--- src/rtl/dsp_seq_pkg.sv ---
// Shared types and defaults for the DSP frame sequencer.
// Optional overrun counter width lives here too (used when SEQ_OVERRUN_COUNT_EN is defined).
package dsp_seq_pkg;

   typedef enum logic [1:0] {
      IDLE    = 2'd0,
      START   = 2'd1,
      RUN     = 2'd2,
      CAPTURE = 2'd3
   } seq_state_t;

   localparam int DEF_N_CHAN     = 8;
   localparam int DEF_DATA_W     = 36;
   localparam int DEF_RUN_CYCLES = 25;
   localparam int OVR_CNT_W      = 16;

   // Saturating increment for the overrun counter.
   function automatic logic [OVR_CNT_W-1:0] sat_inc(input logic [OVR_CNT_W-1:0] v);
      logic [OVR_CNT_W-1:0] r;
      if (v == {OVR_CNT_W{1'b1}}) begin
         r = v;
      end else begin
         r = v + {{(OVR_CNT_W-1){1'b0}}, 1'b1};
      end
      return r;
   endfunction

endpackage

--- src/rtl/seq_pending_slot.sv ---
// One-entry frame buffer; a read and write together while full replaces the entry.
module seq_pending_slot #(
   parameter int W = 288
) (
   input  logic         clk,
   input  logic         reset,
   input  logic         wr,
   input  logic [W-1:0] wdata,
   input  logic         rd,
   output logic [W-1:0] rdata,
   output logic         full
);

   logic [W-1:0] data_q, data_d;
   logic         full_q, full_d;

   // Next entry contents and occupancy.
   always_comb begin
      data_d = data_q;
      full_d = full_q;
      if (wr) begin
         data_d = wdata;
         full_d = 1'b1;
      end else if (rd) begin
         full_d = 1'b0;
      end else begin
         full_d = full_q;
      end
   end

   // Slot registers.
   always_ff @(posedge clk or posedge reset) begin
      if (reset) begin
         data_q <= {W{1'b0}};
         full_q <= 1'b0;
      end else begin
         data_q <= data_d;
         full_q <= full_d;
      end
   end

   assign rdata = data_q;
   assign full  = full_q;

endmodule

--- src/rtl/dsp_frame_sequencer.sv ---
// Frame controller feeding DSPCore: latch frame, pulse start, wait RUN_CYCLES, capture result.
// Define SEQ_OVERRUN_COUNT_EN to add the saturating overrun_count output.
module dsp_frame_sequencer
   import dsp_seq_pkg::*;
#(
   parameter int N_CHAN     = DEF_N_CHAN,
   parameter int DATA_W     = DEF_DATA_W,
   parameter int RUN_CYCLES = DEF_RUN_CYCLES,
   parameter int FCNT_W     = 16
) (
   input  logic                     clk,
   input  logic                     reset,
   input  logic                     sample_valid,
   input  logic [N_CHAN*DATA_W-1:0] in_data,
   output logic                     core_start,
   output logic [N_CHAN*DATA_W-1:0] core_inputs,
   input  logic [N_CHAN*DATA_W-1:0] core_outputs,
   output logic                     out_valid,
   output logic [N_CHAN*DATA_W-1:0] out_data,
   output logic                     busy,
   output logic                     overrun,
`ifdef SEQ_OVERRUN_COUNT_EN
   output logic [OVR_CNT_W-1:0]     overrun_count,
`endif
   output logic [FCNT_W-1:0]        frame_count
);

   localparam int W      = N_CHAN * DATA_W;
   localparam int RCNT_W = 16;

   seq_state_t         state_q, state_d;
   logic [RCNT_W-1:0]  run_cnt_q, run_cnt_d;
   logic [W-1:0]       core_inputs_q, core_inputs_d;
   logic [W-1:0]       out_data_q, out_data_d;
   logic               core_start_q, core_start_d;
   logic               out_valid_q, out_valid_d;
   logic               busy_q, busy_d;
   logic               overrun_q, overrun_d;
   logic [FCNT_W-1:0]  frame_count_q, frame_count_d;
   logic               slot_wr_s, slot_rd_s, slot_full_s, drop_s;
   logic [W-1:0]       slot_rdata_s;

   seq_pending_slot #(.W(W)) u_slot (
      .clk   (clk),
      .reset (reset),
      .wr    (slot_wr_s),
      .wdata (in_data),
      .rd    (slot_rd_s),
      .rdata (slot_rdata_s),
      .full  (slot_full_s)
   );

   // Pending-slot control: store or drop while running, hand over at capture.
   always_comb begin
      slot_wr_s = 1'b0;
      slot_rd_s = 1'b0;
      drop_s    = 1'b0;
      if (state_q == CAPTURE) begin
         slot_rd_s = slot_full_s;
         slot_wr_s = sample_valid & slot_full_s;
      end else if ((state_q == START) || (state_q == RUN)) begin
         slot_wr_s = sample_valid & ~slot_full_s;
         drop_s    = sample_valid & slot_full_s;
      end else begin
         drop_s    = 1'b0;
      end
   end

   // Sequencer state machine and datapath next-state.
   always_comb begin
      state_d       = state_q;
      run_cnt_d     = run_cnt_q;
      core_inputs_d = core_inputs_q;
      out_data_d    = out_data_q;
      frame_count_d = frame_count_q;
      case (state_q)
         IDLE: begin
            if (sample_valid) begin
               state_d       = START;
               core_inputs_d = in_data;
            end else begin
               state_d       = IDLE;
            end
         end
         START: begin
            run_cnt_d = RCNT_W'(RUN_CYCLES - 1);
            state_d   = RUN;
         end
         RUN: begin
            if (run_cnt_q == {RCNT_W{1'b0}}) begin
               state_d   = CAPTURE;
            end else begin
               run_cnt_d = run_cnt_q - {{(RCNT_W-1){1'b0}}, 1'b1};
            end
         end
         CAPTURE: begin
            out_data_d    = core_outputs;
            frame_count_d = frame_count_q + {{(FCNT_W-1){1'b0}}, 1'b1};
            // A buffered frame takes priority over a frame arriving this cycle.
            if (slot_full_s) begin
               core_inputs_d = slot_rdata_s;
               state_d       = START;
            end else if (sample_valid) begin
               core_inputs_d = in_data;
               state_d       = START;
            end else begin
               state_d       = IDLE;
            end
         end
         default: begin
            state_d = IDLE;
         end
      endcase
      core_start_d = (state_d == START);
      busy_d       = (state_d != IDLE);
      out_valid_d  = (state_q == CAPTURE);
      overrun_d    = drop_s;
   end

   // Sequencer registers.
   always_ff @(posedge clk or posedge reset) begin
      if (reset) begin
         state_q       <= IDLE;
         run_cnt_q     <= {RCNT_W{1'b0}};
         core_inputs_q <= {W{1'b0}};
         out_data_q    <= {W{1'b0}};
         core_start_q  <= 1'b0;
         out_valid_q   <= 1'b0;
         busy_q        <= 1'b0;
         overrun_q     <= 1'b0;
         frame_count_q <= {FCNT_W{1'b0}};
      end else begin
         state_q       <= state_d;
         run_cnt_q     <= run_cnt_d;
         core_inputs_q <= core_inputs_d;
         out_data_q    <= out_data_d;
         core_start_q  <= core_start_d;
         out_valid_q   <= out_valid_d;
         busy_q        <= busy_d;
         overrun_q     <= overrun_d;
         frame_count_q <= frame_count_d;
      end
   end

`ifdef SEQ_OVERRUN_COUNT_EN
   logic [OVR_CNT_W-1:0] ovr_cnt_q, ovr_cnt_d;

   // Overrun counter next value; saturates.
   always_comb begin
      if (drop_s) begin
         ovr_cnt_d = sat_inc(ovr_cnt_q);
      end else begin
         ovr_cnt_d = ovr_cnt_q;
      end
   end

   // Overrun counter register, cleared only by reset.
   always_ff @(posedge clk or posedge reset) begin
      if (reset) begin
         ovr_cnt_q <= {OVR_CNT_W{1'b0}};
      end else begin
         ovr_cnt_q <= ovr_cnt_d;
      end
   end

   assign overrun_count = ovr_cnt_q;
`endif

   assign core_start  = core_start_q;
   assign core_inputs = core_inputs_q;
   assign out_valid   = out_valid_q;
   assign out_data    = out_data_q;
   assign busy        = busy_q;
   assign overrun     = overrun_q;
   assign frame_count = frame_count_q;

endmodule

--- config.mk ---
export PLATFORM = sky130hd
export DESIGN_NAME = dsp_frame_sequencer
export DESIGN_NICKNAME = d
export VERILOG_FILES = /design/src/rtl/dsp_seq_pkg.sv /design/src/rtl/seq_pending_slot.sv /design/src/rtl/dsp_frame_sequencer.sv
export SDC_FILE = /design/constraint.sdc
export NUM_CORES = 2
export LEC_CHECK = 0
export ABC_CLOCK_PERIOD_IN_PS = 20900
export CAP_MARGIN = 25
export CORE_AREA = 10 10 445 447
export DETAILED_ROUTE_END_ITERATION = 10
export DIE_AREA = 0 0 455 457
export GPL_ROUTABILITY_DRIVEN = 0
export PLACE_DENSITY = 0.38
export SYNTH_ARGS = -nofsm -noshare
export SYNTH_HDL_FRONTEND = slang
export SYNTH_HIERARCHICAL = 1
export SYNTH_SLANG_ARGS = --single-unit
export TNS_END_PERCENT = 20
--- constraint.sdc ---
create_clock -name clk -period 20.9 [get_ports clk]
set_clock_uncertainty 0.15 [all_clocks]
set_input_delay 2.09 -clock clk [delete_from_list [all_inputs] [get_ports clk]]
set_output_delay 2.09 -clock clk [all_outputs]
set_load 0.01 [all_outputs]
==> summary.md <==
| Metric | Value |
|---|---|
| Achievable Freq | 175 MHz |
| Status | finished, final reports clean |
| Final Hold Fails | 0 |
| Die Height | 457 um |
| Startpoint types | primary input |
| Final Util | 0.289 |
| Core Rows | 160 |
| Reg-to-reg critical path endpoint | u_slot/rdata[144] |
| Seq cells post-synth | 903 |
| Yosys top cell area share | 0.622 |
| H-tree lvl count | 3 |
| Clock buffer depth | 3 |
| Commonest non-fill, non-tap cell in the layout | clkdlybuf4s50_1 |
| Final setup viols | 0 |
| Max-cap violations | 0 |
| Slew @ Worst Pin | 1.16 ns |
| Total Routed Length | 176000 um |
| Die span in x | 455 um |
| Synth Cell Area | 36300 sq um |
| Sequential cell area | 22600 sq um |
| CP startpoint | sample_valid |
| Data arrival, critical path | 6.18 ns |
| Post-CTS Resized | 0 |
| CP Class | primary input to flop |
| Starting Density | 0.192 |
| Worst skew pair latency | 0.74 ns |
| Worst hold path depth | 2 |
| Min Tclk post-route | 5.71 ns |
| Setup TNS | 0 ns |
| Setup Buffers After CTS | 0 |
| Fill cells | 19500 |
| Hold Path Sink | core_inputs[1] |
| Leakage | 22.3 nW |
| Grt met2 use | 0.294 |
| Slew HR | 0.229 |
| Vias per cell | 4.13 |
| Req. time, crit path | 21.37 ns |
| Crit share post-route | 0.273 |
| Post-synth top area cell | dfrtp_1 |
| Top post-synthesis cells by area | dfrtp_1 62%, mux2_2 12%, mux2_4 8.3% |
| Post-Synthesis Net Count | 3254 |
| Mean Syn Cell Area | 13.6 sq um |
| Worst R2R Start | state_q[0] |
| Port-buffer cells | 1174 |
| Commonest cells after routing, fill and taps aside | 1174 x clkdlybuf4s50_1, 903 x dfrtp_1, 377 x mux2_2, 302 x nand2_1, 293 x o21ai_0 |
| Count of cell types in the netlist | 39 |
| Sink Count | 903 |
| Vias in the first global route | 27700 |
| Num ports | 1175 |
| Mapped Cells | 2668 |
| Congestion Overflow GR | 0 |
| Iter 0 DRT Violations | 1347 |
| Nets | 4384 |
| Initial antenna violation count | 86 |
| CTS tree | built |
| Number of synthesized flops with an enable pin | 0 |
| Final ANT Viol Nets | 0 |
| Drt pass-1 iters | 5 |
| Asr flop ratio synth | 1.00 |
| Layout cells sized above 1 | 0.207 |
| Post-route cell area | 54600 sq um |
| Root Driver | clkbuf_16 |
| Seq/Total Area, Yosys | 0.622 |
| Slew Viols, Final | 0 |
| Clk slew on worst S/H paths | 0.06 ns |
| Number of CTS-inserted buffers | 112 |
| Hold Path Class | flop to flop |
| Synth warn | 6 |
| CP endpoint kind | flop |
| Total global routing track utilization | 0.162 |
| Core Area | 189000 sq um |
| Hold Startpoint | core_inputs[1] |
| Dpl hpwl | 128000 um |
| Area delta synth->final | 50.3% |
| Post-DP Area | 50700 sq um |
| GR peak layer | met2 |
| Largest net degree at the start of global routing | 158 |
| DIE AREA | 208000 sq um |
| # DRC | 0 |
| First-pass GRT wire length | 240000 um |
| Worst-case reg-to-reg path depth | 7 |
| Met3 usage | 0.0630 |
| PD cells | 170 nW/um^2 |
| Worst-path maximum fanout | 45 |
| RSZ-0062 raised after global routing | no |
| Cts-stage hold buffer count | 0 |
| Maximum vdd drop | 118 uV |
| Multi-input gate area | 12800 sq um |
| Wire per inst | 27.4 um |
| GR Util met1 | 0.172 |
| Most used DFF post-synth | dfrtp_1 |
| Via count | 26600 |
| Reg-to-reg slack, setup | 15.97 ns |
cell usage after synthesis, types with 2 or more instances:
master / count
o311ai_0: 2
nor2_1: 14
nand2_1: 302
a22oi_1: 288
clkbuf_1: 160
o31ai_1: 4
o21ai_0: 293
dfrtp_1: 903
mux2i_1: 3
nor4_1: 4
ha_1: 7
mux2_4: 200
inv_1: 11
buf_2: 7
xnor2_1: 12
xor2_1: 7
o211ai_1: 5
nor3_1: 3
nor2b_1: 2
nand3_1: 9
and3_1: 5
buf_6: 26
nand4_1: 6
buf_1: 3
o41ai_1: 2
mux2_2: 377
sequential cells by signal, summed over array words and instances, names as in the netlist:
register,cells
busy,1
u_slot/full,1
u_slot/rdata,288
overrun,1
core_inputs,288
out_data,288
frame_count,16
run_cnt_q,16
core_start,1
out_valid,1
state_q,2
power breakdown:
part	internal (W)	switching (W)
Sequential	0.00264	0.000525
Combinational	0.00209	0.00203
Clock	0.00119	0.000820
Total	0.00592	0.00337
cell type report:
cell class | instances | share of cell area
diodes | 29 | 0.00133
clock inverters | 30 | 0.00640
repair buffers | 1212 | 0.222
inverters | 11 | 0.00103
flip-flops and latches | 903 | 0.414
clock buffers | 177 | 0.0630
well taps | 2511 | 0.0576
multi-input cells | 1558 | 0.234
metal layers:
layer	vias up	share of wire
li1	11900	-
met1	13600	0.37
met5	-	0.0024
met4	70	0.027
met3	264	0.081
met2	807	0.52
worst max-delay path by stage:
stage	endpoint	slack (ns)	cells after the start
floorplan	busy	1.47	1
global placement	u_slot/rdata[146]	14.31	6
detailed placement	u_slot/rdata[145]	14.31	6
CTS	u_slot/rdata[144]	15.12	6
global route	u_slot/rdata[146]	15.02	6
finish	u_slot/rdata[144]	15.19	6
critical path, cell delays in order:
cell,delay [ns]
clkdlybuf4s50_1,0.63
o21a_4,0.54
buf_4,0.71
buf_4,0.80
buf_4,0.85
mux2_2,0.41
metrics by stage:
step           hold slack [ns]  cells  power (W)  worst slack (ns)
2_1_floorplan            0.299   2668    0.00513              1.47
5_1_grt                  0.345   6416    0.00982             15.02
4_1_cts                  0.333   6401    0.00950             15.12
3_3_place_gp             0.311   6193    0.00739             14.31
6_report                 0.324   6431    0.00929             15.19
3_5_place_dp             0.320   6194    0.00742             14.31
cell families after synthesis:
family / share of synthesized area
DFF: 0.622
and+or+nand+nor: 0.0389
xor gates and xnor gates: 0.00458
buffers and inverters: 0.0270
AOI/OAI and AO/OA: 0.105
muxes: 0.200
adders and majority gates: 0.00241
Power figures use the tool's default switching activity.
